File: config.mk
export PLATFORM = sky130hd
export DESIGN_NAME = btn_conditioner
export DESIGN_NICKNAME = d
export VERILOG_FILES = /design/src/rtl/btn_conditioner_pkg.sv /design/src/rtl/btn_conditioner_sync_2ff.sv /design/src/rtl/btn_conditioner.sv
export SDC_FILE = /design/constraint.sdc
export NUM_CORES = 1
export LEC_CHECK = 0
export CORE_MARGIN = 1
export CORE_UTILIZATION = 43
export CTS_CLUSTER_DIAMETER = 60
export DETAILED_ROUTE_END_ITERATION = 10
export SLEW_MARGIN = 10
export SYNTH_ARGS = -nofsm -noshare
export SYNTH_HDL_FRONTEND = slang
export SYNTH_SLANG_ARGS = --single-unit
File: constraint.sdc
create_clock -name CLK -period 3.1 [get_ports CLK]
set_clock_uncertainty 0.1 [all_clocks]
set_input_delay 0.62 -clock CLK [delete_from_list [all_inputs] [get_ports CLK]]
set_output_delay 0.62 -clock CLK [all_outputs]
set_load 0.1 [all_outputs]
File: src/rtl/btn_conditioner_pkg.sv
// Shared definitions for the push-button conditioner: FSM encodings and default timing.
// The toggle stage downstream derives its timing from the same CLK_FREQ.
package btn_conditioner_pkg;

  typedef enum logic [1:0] {
    S_IDLE         = 2'd0,
    S_PRESS_WAIT   = 2'd1,
    S_PRESSED      = 2'd2,
    S_RELEASE_WAIT = 2'd3
  } btn_state_e;

  localparam int DEF_CLK_FREQ = 1_000;
  localparam int DEF_CNT_BITS = 24;
  localparam int DEF_DEBOUNCE_MS = 20;
  localparam int DEF_DOUBLE_MS = 300;

  // Integer-kHz clocks only; gives 20/300 cycles at 1 kHz and 240k/3.6M at 12 MHz.
  function automatic int ms_to_cycles(input int clk_freq, input int ms);
    return (clk_freq / 1000) * ms;
  endfunction

endpackage

File: src/rtl/btn_conditioner_sync_2ff.sv
// Two-flop synchroniser with an asynchronous reset to a chosen idle level,
// so reset release never presents a false edge to the logic behind it.
module sync_2ff #(
  parameter logic RST_VAL = 1'b0
) (
  input  logic clk_i,
  input  logic rst_ni,
  input  logic d_i,
  output logic q_o
);

  logic meta_q;
  logic sync_q;

  always_ff @(posedge clk_i or negedge rst_ni) begin
    if (!rst_ni) begin
      meta_q <= RST_VAL;
      sync_q <= RST_VAL;
    end else begin
      meta_q <= d_i;
      sync_q <= meta_q;
    end
  end

  assign q_o = sync_q;

endmodule

File: src/rtl/btn_conditioner.sv
// Synchronises, debounces and polarity-normalises a raw button pin; emits a clean
// level plus single-cycle press, release and double-click pulses (all registered).
module btn_conditioner
  import btn_conditioner_pkg::*;
#(
  parameter int CLK_FREQ        = DEF_CLK_FREQ,
  parameter int DEBOUNCE_CYCLES = ms_to_cycles(CLK_FREQ, DEF_DEBOUNCE_MS),
  parameter int DOUBLE_GAP      = ms_to_cycles(CLK_FREQ, DEF_DOUBLE_MS),
  parameter int CNT_BITS        = DEF_CNT_BITS,
  parameter bit ACTIVE_LOW      = 1'b1
) (
  input  logic CLK,
  input  logic RST_N,
  input  logic BTN,
  output logic BTN_CLEAN,
  output logic PRESS,
  output logic RELEASE,
  output logic DOUBLE
);

  localparam logic [CNT_BITS-1:0] CNT_ONE  = 1;
  localparam logic [CNT_BITS-1:0] DEB_MAX  = CNT_BITS'(DEBOUNCE_CYCLES);
  localparam logic [CNT_BITS-1:0] GAP_LAST = CNT_BITS'((DOUBLE_GAP > 0) ? DOUBLE_GAP - 1 : 0);

  logic sync_w;
  logic p;

  sync_2ff #(
    .RST_VAL(ACTIVE_LOW)
  ) u_sync (
    .clk_i (CLK),
    .rst_ni(RST_N),
    .d_i   (BTN),
    .q_o   (sync_w)
  );

  assign p = sync_w ^ ACTIVE_LOW;

  btn_state_e          state_q, state_d;
  logic [CNT_BITS-1:0] cnt_q, cnt_d;
  logic [CNT_BITS-1:0] gap_q, gap_d;
  logic                armed_q, armed_d;
  logic                dbl_held_q, dbl_held_d;
  logic                clean_q, clean_d;
  logic                press_q, press_d;
  logic                release_q, release_d;
  logic                double_q, double_d;

  always_ff @(posedge CLK or negedge RST_N) begin
    if (!RST_N) begin
      state_q    <= S_IDLE;
      cnt_q      <= '0;
      gap_q      <= '0;
      armed_q    <= 1'b0;
      dbl_held_q <= 1'b0;
      clean_q    <= 1'b0;
      press_q    <= 1'b0;
      release_q  <= 1'b0;
      double_q   <= 1'b0;
    end else begin
      state_q    <= state_d;
      cnt_q      <= cnt_d;
      gap_q      <= gap_d;
      armed_q    <= armed_d;
      dbl_held_q <= dbl_held_d;
      clean_q    <= clean_d;
      press_q    <= press_d;
      release_q  <= release_d;
      double_q   <= double_d;
    end
  end

  always_comb begin
    state_d   = state_q;
    cnt_d     = cnt_q;
    press_d   = 1'b0;
    release_d = 1'b0;
    case (state_q)
      S_IDLE: begin
        if (p) begin
          state_d = S_PRESS_WAIT;
          cnt_d   = CNT_ONE;
        end
      end
      S_PRESS_WAIT: begin
        if (!p) begin
          state_d = S_IDLE;
          cnt_d   = '0;
        end else if (cnt_q >= DEB_MAX) begin
          state_d = S_PRESSED;
          cnt_d   = '0;
          press_d = 1'b1;
        end else begin
          cnt_d = cnt_q + CNT_ONE;
        end
      end
      S_PRESSED: begin
        if (!p) begin
          state_d = S_RELEASE_WAIT;
          cnt_d   = CNT_ONE;
        end
      end
      S_RELEASE_WAIT: begin
        if (p) begin
          state_d = S_PRESSED;
          cnt_d   = '0;
        end else if (cnt_q >= DEB_MAX) begin
          state_d   = S_IDLE;
          cnt_d     = '0;
          release_d = 1'b1;
        end else begin
          cnt_d = cnt_q + CNT_ONE;
        end
      end
      default: begin
        state_d = S_IDLE;
        cnt_d   = '0;
      end
    endcase
    clean_d = (state_d == S_PRESSED) || (state_d == S_RELEASE_WAIT);
  end

  // dbl_held remembers that the current press was a double, so its release
  // does not re-arm the window (a triple click yields one DOUBLE).
  always_comb begin
    gap_d      = gap_q;
    armed_d    = armed_q;
    dbl_held_d = dbl_held_q;
    double_d   = 1'b0;
    if (press_d) begin
      double_d   = armed_q;
      dbl_held_d = armed_q;
      armed_d    = 1'b0;
    end else if (release_d) begin
      armed_d    = ~dbl_held_q;
      dbl_held_d = 1'b0;
      gap_d      = '0;
    end else if (armed_q) begin
      gap_d = gap_q + CNT_ONE;
      if (gap_q >= GAP_LAST) begin
        armed_d = 1'b0;
      end
    end
  end

  assign BTN_CLEAN = clean_q;
  assign PRESS     = press_q;
  assign RELEASE   = release_q;
  assign DOUBLE    = double_q;

endmodule

* After elaboration in Yosys (flattened, before gate mapping)
Cells that the tools add are included.
Word-level totals: bits in registers 58, output and inout port bits 4, word-level logic and storage cells 57
Cells by class: add/sub/neg operators 2, order comparisons 2, equal/unequal tests 7, mux-type cells 27, bitwise gates (word level) 2, reductions and logical operators 6
Operator list (number):
- two-way mux 24 bit | 7
- one-hot mux 24 bit (4 select lines) | 1
- adder 24 x 1 -> 24 bit, second input constant | 2
- >= comparator 24 x 5 -> 1 bit, second input constant | 1
- >= comparator 24 x 9 -> 1 bit, second input constant | 1
- two-way mux 1 bit | 12
- two-way mux 2 bit | 6
- == test 2 bit, second input constant | 4
- one-hot mux 2 bit (4 select lines) | 1
- AND reduction 2 bit | 2
- nonzero test 2 bit | 2
- == test 2 x 1 -> 1 bit, second input constant | 1
- logical NOT 2 bit | 1
- inequality test 2 x 1 -> 1 bit, second input constant | 1
- inequality test 2 bit, second input constant | 1
- NOT 1 bit | 2
- logical OR 1 bit | 1

* Longest topological paths before layout
Gate-level depths: netlist of run 1.
depth in word-level cells 6, gate-level depth with buffers 7

* Modules after synthesis
Synthesis of run 1 repeated with hierarchy kept, for this count alone.
Unflattened totals: cell total of the unflattened synthesis 291, area total of the unflattened synthesis 2951.6 um^2
Modules (own cells, without submodules):
- btn_conditioner | times used 1, cells each 289, area an instance 2899.0 um^2, seq. area each 1401.3 um^2
- sync_2ff | times used 1, cells each 2, area an instance 52.6 um^2, seq. area each 52.6 um^2

* Worst setup path before layout of run 1
OpenSTA, ideal clock, no wires.
path kind register to register, from register u_sync.sync_q, in the netlist u_sync.q_o, to register gap_q[22], arrival 1.748 ns, required time 2.921 ns, path slack 1.172 ns, stages on the path, launching flop included 7, period minus slack after synthesis 1.928 ns, cells stage by stage dfstp_2 buf_2 nand3_1 a41oi_1 a221oi_4 a2111oi_1 mux2i_1
Between the ends: word-level cells in the longest chain between the ends 4, elaborated cells between the ends (all ways) 8, those cells by class mux: 5; bitwise: 1; reduce/logical: 2
Ends and longest elaborated chain:
- start, declared | RTL line btn_conditioner_sync_2ff.sv:13 | logic sync_q;
- start signal, assigned | RTL line btn_conditioner_sync_2ff.sv:21 | sync_q <= meta_q;
- two-way mux 1 bit (on tied branches) | RTL line btn_conditioner.sv:104, btn_conditioner.sv:86
- two-way mux 1 bit | RTL line btn_conditioner.sv:78 | case (state_q)
- nonzero test 2 bit (no source line) or NOT 1 bit (tied branches)
- AND reduction 2 bit (no source line)
- end signal, assigned | RTL line btn_conditioner.sv:63 | gap_q <= gap_d;
- end, declared | RTL line btn_conditioner.sv:41 | logic [CNT_BITS-1:0] gap_q, gap_d;
Parallel ways exist; a longest one is shown, timed or not. A chain may end at the register's enable or synchronous reset.

* Worst setup path in the final report of run 1
from register cnt_q[20], to register gap_q[13]
Between the ends: word-level cells in the longest chain between the ends 6, elaborated cells between the ends (all ways) 10, those cells by class order compare: 1; mux: 6; bitwise: 1; reduce/logical: 2
Ends and longest elaborated chain:
- start, declared | RTL line btn_conditioner.sv:40 | logic [CNT_BITS-1:0] cnt_q, cnt_d;
- start signal, assigned | RTL line btn_conditioner.sv:62 | cnt_q <= cnt_d;
- >= comparator 24 x 5 -> 1 bit * | RTL line btn_conditioner.sv:89, btn_conditioner.sv:107
- two-way mux 1 bit * | RTL line btn_conditioner.sv:89, btn_conditioner.sv:107
- two-way mux 1 bit (on tied branches) | RTL line btn_conditioner.sv:104, btn_conditioner.sv:86
- two-way mux 1 bit | RTL line btn_conditioner.sv:78
- nonzero test 2 bit (no source line) or NOT 1 bit (tied branches)
- AND reduction 2 bit (no source line)
Mark *: on every way between the ends. The rest lies on a longest branch, timed or not.

==> results of run 1 <==
[power by group through the flow]
stage	Clock, mW	Combinational (mW)	Sequential (mW)
floorplan	0	0.0181	0.783
global placement	0	0.0417	0.785
detailed placement	0	0.0418	0.786
CTS	0.839	0.0421	0.772
global route	0.864	0.0479	0.773
finish	0.817	0.0402	0.772
[worst max-delay path: stages (launching register included)]
cell,delay [ps]
sky130_fd_sc_hd__dfrtp_1,410
sky130_fd_sc_hd__nor4_4,340
sky130_fd_sc_hd__a41oi_1,210
sky130_fd_sc_hd__a221oi_4,510
sky130_fd_sc_hd__buf_4,330
sky130_fd_sc_hd__a21oi_2,90
sky130_fd_sc_hd__mux2i_1,130
[cell usage in the layout (no fill, tap or decap), drive strengths merged, types with 3 or more instances in the layout]
| cell | count |
|---|---|
| dfrtp | 56 |
| nand2 | 43 |
| mux2i | 23 |
| nand2b | 21 |
| and2 | 20 |
| a21oi | 15 |
| nand3 | 12 |
| clkbuf | 12 |
| o21ai | 11 |
| buf | 11 |
| nor4 | 10 |
| inv | 8 |
| nor2 | 7 |
| nand4 | 6 |
| and3 | 6 |
| a211oi | 5 |
| nor3 | 5 |
| a21boi | 4 |
| ha | 3 |
[final timing paths]
check | startpoint | to | cells after the start
setup / recovery | cnt_q[20] | gap_q[13] | 6
hold / removal | RST_N | cnt_q[5] | 2
setup reg to reg | cnt_q[20] | gap_q[13] | 6
hold reg to reg | u_sync.meta_q | u_sync.q_o | 0
max in group asynchronous | RST_N | u_sync.meta_q | 2
min in group CLK | u_sync.meta_q | u_sync.q_o | 0
[layer usage]
metal	vias to the layer above	share of wire, %	GRT usage, %	routed length, µm
met5	-	0	0	0
met4	0	1.9	7.73	102
met3	10	2.9	4.62	155
met2	25	41	22.9	2190
met1	968	54	23.5	2900
li1	1018	-	-	-
[stage by stage]
step                hold slack, ps  util [%]
floorplan                      224         -
global placement               246      46.6
detailed placement             249      46.6
CTS                            178      50.1
global route                   211      50.1
finish                         179      50.1
[cell type report]
class | count | share of cell area [%]
clock inverters | 4 | 2.12
inverters | 8 | 0.877
flip-flops and latches | 58 | 42.5
well taps | 96 | 3.51
clock buffers | 12 | 4.82
repair buffers | 12 | 3.36
multi-input cells | 208 | 42.9
[cell families after synthesis]
| group | count (synthesis) | share of synthesized area [%] |
|---|---|---|
| and+or+nand+nor | 135 | 25.7 |
| DFF | 58 | 47.8 |
| AOI/OAI and AO/OA | 46 | 13.1 |
| muxes | 23 | 7.57 |
| buffers and inverters | 22 | 4.36 |
| adders and majority gates | 3 | 1.23 |
| xor gates and xnor gates | 1 | 0.288 |
==> impl_metrics.yaml, run 1 <==
route:
  first_pass_iters: 4
  route.detailed.drc: 0
  first_iter_violations: 92
  route.detailed.vias_per_inst: 5.08
  routed_wirelength_normalized_by_instance_count_um: 13.4
  routed_via_count: 2021
  ant_nets: 0
  drt-total-wl_um: 5340
placement:
  preCtsSetupSlack_ps: 847
  place.detailed.hpwl_um: 3410
  gp_congestion: 0.767
  placed_cells: 382
  port_buffers: 6
  placement.cell_area_um2: 3190
timing:
  final_max_slew_viol_count: 0
  post-route-worst-setup-slack_ps: 855
  max_freq_mhz: 445
  fin_crit_ps: 2240
  hold_violations: 0
  setup-violations-final: 0
  setup_repair_after_global_routing_missed_its_margin: "false"
  tightest_slew_ps: 592
  final.setup.tns_ps: 0
  final_min_period_over_clock_period_pct: 72.4
  maxSlewHeadroom_pct: 60.5
clock_network:
  path_clk_slew_ps: 70
  clock_insertion_delay_at_the_later_pin_of_the_skew_report_ps: 340
  cts-buffers-inserted: 9
  cts-hold-fix-buffers: 0
  ctsLongestPathBuffers: 2
  cts_resized: 0
  tritoncts_clock_tree: "built"
  cts.root.buffer_cell: "sky130_fd_sc_hd__clkbuf_8"
  cts_num_sinks: 58
  cts.repair_timing.setup_buffer_count: 0
  clock_tree.htree_level_count: 3
synthesis:
  synth_warnings: 0
  seq_area_frac_synth_pct: 47.8
  netlist-cell-type-count: 49
  synth_top_cell_area_share_pct: 46.1
  combined_area_of_all_synthesized_cells_um2: 3040
  yosys_most_used_dff: "sky130_fd_sc_hd__dfrtp_1"
  ys_top_cells_by_count: "sky130_fd_sc_hd__dfrtp_1, sky130_fd_sc_hd__nand2_1, sky130_fd_sc_hd__mux2i_1, sky130_fd_sc_hd__nand2b_1, sky130_fd_sc_hd__and2_1"
  synth_enable_flop_cells: 0
  fraction_of_registers_with_async_set_or_reset_after_synthesis_pct: 100
  syn_inst_count: 288
  netlist.top_cell.by_area: "sky130_fd_sc_hd__dfrtp_1"
  synthMostInstantiatedCell: "sky130_fd_sc_hd__dfrtp_1"
  synthesis.area_per_instance_um2: 10.6
  synthTopCellsByArea: "sky130_fd_sc_hd__dfrtp_1, sky130_fd_sc_hd__mux2i_1, sky130_fd_sc_hd__nand2_1"
  postSynthRegisterBits: 58
  post_synthesis_net_count: 294
global_route:
  grt_usage_pct: 16.4
  grt_first_pass_wirelength_um: 9360
  grt_antenna_before_repair: 0
  number_of_global_route_vias_before_repair: 1952
  globalRouteOverflowTotal: 0
  grt_max_degree: 59
cells_and_area:
  fillerInstances: 644
  instances_no_fill: 398
  final_standard_cell_area_without_fillers_um2: 3420
  multi_input_area_um2: 1470
  finalNetCount: 303
  final_layout_size_suffix_gt1_share_pct: 21.2
  seqCellArea_um2: 1450
  top_regs: "cnt_q (24), gap_q (24), state_q (2)"
  area_growth_pct: 12.5
  antennaDiodeCount: 0
pwr:
  proportion_of_total_power_due_to_net_switching_pct: 20.6
  finalPower_mw: 1.63
  peakVddDrop_mv: 0.314
  total_leakage_power_nw: 1.51
  p_clk_share_pct: 50.2
  power_density_over_the_cells_nw_per_um2: 476
  p_comb_share_pct: 2.5
  internal-power_mw: 1.29
  power_switching_mw: 0.335
  power_frac_seq_pct: 47.4
worst_setup_path:
  cp.arrival_ps: 2370
  cp_max_fo: 10
  critPathRequiredTime_ps: 3220
  criticalPathCategory: "flip-flop to flip-flop"
  cp-end-kind: "flip-flop"
  rrSetupSlack_ps: 860
  startpoint_type: "flip-flop"
floorplan:
  core-area_um2: 6830
  initial_util_pct: 44.5
  floorplan.io_pins: 7
  num_rows: 30
  overall_die_area_um2: 7420
  die-height_um: 86.1
  die_w_um: 86.1
run:
  max_cap_viol_count: 0
outcome:
  status: "finished, final reports clean"
worst_hold_path:
  holdCritPathClass: "input port to async pin"
No activity file was read; power rests on OpenSTA's default activity.
==> inputs of run 2 (changes only) <==
==> constraint.sdc (replaced) <==
create_clock -name CLK -period 2.3 [get_ports CLK]
set_clock_uncertainty 0.1 [all_clocks]
set_input_delay 0.46 -clock CLK [delete_from_list [all_inputs] [get_ports CLK]]
set_output_delay 0.46 -clock CLK [all_outputs]
set_load 0.1 [all_outputs]
==> impl_metrics.yaml, run 2 (synthesized netlist as in run 1, its figures left out) <==
outcome:
  status: "finished, final reports clean"
run:
  max_cap_viol_count: 0
timing:
  setup_repair_after_global_routing_missed_its_margin: "false"
  hold_slack_ps: 255
  max_freq_mhz: 480
  maxSlewHeadroom_pct: 69.3
  tightest_slew_ps: 461
  final_max_slew_viol_count: 0
  final.setup.tns_ps: 0
  fin_crit_ps: 2080
  hold_violations: 0
  setup-violations-final: 0
  final_min_period_over_clock_period_pct: 90.5
clock_network:
  ctsLongestPathBuffers: 2
  path_clk_slew_ps: 60
  cts-buffers-inserted: 9
  cts.repair_timing.setup_buffer_count: 0
  clock_insertion_delay_at_the_later_pin_of_the_skew_report_ps: 340
  clock_tree.htree_level_count: 3
  tritoncts_clock_tree: "built"
  cts_num_sinks: 58
  cts.root.buffer_cell: "sky130_fd_sc_hd__clkbuf_8"
worst_hold_path:
  hold-path-cell-count: 0
  hold-path-endpoint: "u_sync.q_o"
  timing.hold.worst.start: "u_sync.meta_q"
  holdCritPathClass: "flip-flop to flip-flop"
worst_setup_path:
  reg2reg_to: "gap_q[22]"
  startpoint_type: "flip-flop"
  critPathRequiredTime_ps: 2450
  worst-r2r-cell-count: 5
  criticalPathCategory: "flip-flop to flip-flop"
  rrSetupSlack_ps: 220
  cp_max_fo: 6
  cp-end-kind: "flip-flop"
  cp.arrival_ps: 2230
  regToRegStartpoint: "cnt_q[6]"
route:
  first_iter_violations: 115
  first_pass_iters: 4
  routed_via_count: 2017
  route.detailed.drc: 0
  routed_wirelength_normalized_by_instance_count_um: 13.2
  drt-total-wl_um: 5340
  ant_nets: 0
  route.detailed.vias_per_inst: 4.99
global_route:
  grt_antenna_before_repair: 0
  number_of_global_route_vias_before_repair: 1958
  grt_max_degree: 48
  globalRouteOverflowTotal: 0
  grt_usage_pct: 16.8
  grt_first_pass_wirelength_um: 9470
cells_and_area:
  final_standard_cell_area_without_fillers_um2: 3470
  mostFrequentLayoutCell: "sky130_fd_sc_hd__dfrtp_1"
  fillerInstances: 640
  antennaDiodeCount: 0
  final_layout_size_suffix_gt1_share_pct: 22.1
  commonest_cells_after_routing_fill_and_taps_aside: "sky130_fd_sc_hd__dfrtp_1, sky130_fd_sc_hd__nand2_1, sky130_fd_sc_hd__mux2i_1"
  instances_no_fill: 404
  finalNetCount: 310
  top_regs: "cnt_q (24), gap_q (24), state_q (2)"
  area_growth_pct: 14.1
pwr:
  power_density_over_the_cells_nw_per_um2: 594
  peakVddDrop_mv: 0.435
  total_leakage_power_nw: 1.54
placement:
  port_buffers: 6
  placement.cell_area_um2: 3260
  placed_cells: 388
  place.detailed.hpwl_um: 3570
  gp_congestion: 0.769
floorplan:
  num_rows: 30
  die_w_um: 86.1
  core-area_um2: 6830
  initial_util_pct: 44.5
  overall_die_area_um2: 7420
  floorplan.io_pins: 7
  die-height_um: 86.1
-- run 2: layout make-up --
class | count | area [µm²] | share of cell area (%)
inverters | 8 | 30.0 | 0.865
well taps | 96 | 120 | 3.46
repair buffers | 19 | 195 | 5.62
multi-input cells | 208 | 1470 | 42.3
clock buffers | 13 | 169 | 4.87
clock inverters | 2 | 35.0 | 1.01
flip-flops and latches | 58 | 1450 | 41.9
-- run 2: critical path, cell delays in order (launching register included) --
cell and delay [ps]:
sky130_fd_sc_hd__dfrtp_1 380, sky130_fd_sc_hd__nor3_1 400, sky130_fd_sc_hd__and3_1 280, sky130_fd_sc_hd__a221oi_4 130, sky130_fd_sc_hd__a2111oi_1 490, sky130_fd_sc_hd__mux2i_1 230
-- run 2: worst max-delay path by stage --
stage	startpoint	to	slack, ps	cells after the start
global route	cnt_q[6]	gap_q[22]	7	5
finish	cnt_q[6]	gap_q[22]	220	5
detailed placement	cnt_q[6]	gap_q[22]	200	5
CTS	cnt_q[6]	gap_q[22]	190	5
global placement	cnt_q[12]	gap_q[1]	230	6
floorplan	u_sync.q_o	gap_q[22]	370	6
-- run 2: power by group --
group / total (mW) / switching, mW / internal (mW)
combinational: 0.0604 / 0.0399 / 0.0205
sequential: 1.04 / 0.00809 / 1.03
clock: 0.964 / 0.382 / 0.582
total: 2.06 / 0.430 / 1.63
-- run 2: what timing repair did --
item	in CTS	in global routing
hold buffers	1	0
hold endpoints to repair	17	0
gates resized for setup	0	0
-- run 2: per-stage QoR --
step | power (mW) | utilization, % | setup slack, ps
CTS | 2.09 | 50.8 | 186
floorplan | 1.08 | - | 372
global route | 2.14 | 50.8 | 7.37
detailed placement | 1.12 | 47.7 | 203
finish | 2.06 | 50.8 | 218
global placement | 1.12 | 47.7 | 230
-- run 2: routing by layer --
layer | GRT usage [%] | share of wire (%) | vias to the layer above
met3 | 2.89 | 2.4 | 7
met2 | 23.6 | 42 | 17
met4 | 9.09 | 1.1 | 0
met1 | 24.5 | 54 | 955
li1 | - | - | 1038
met5 | 0 | 0 | -
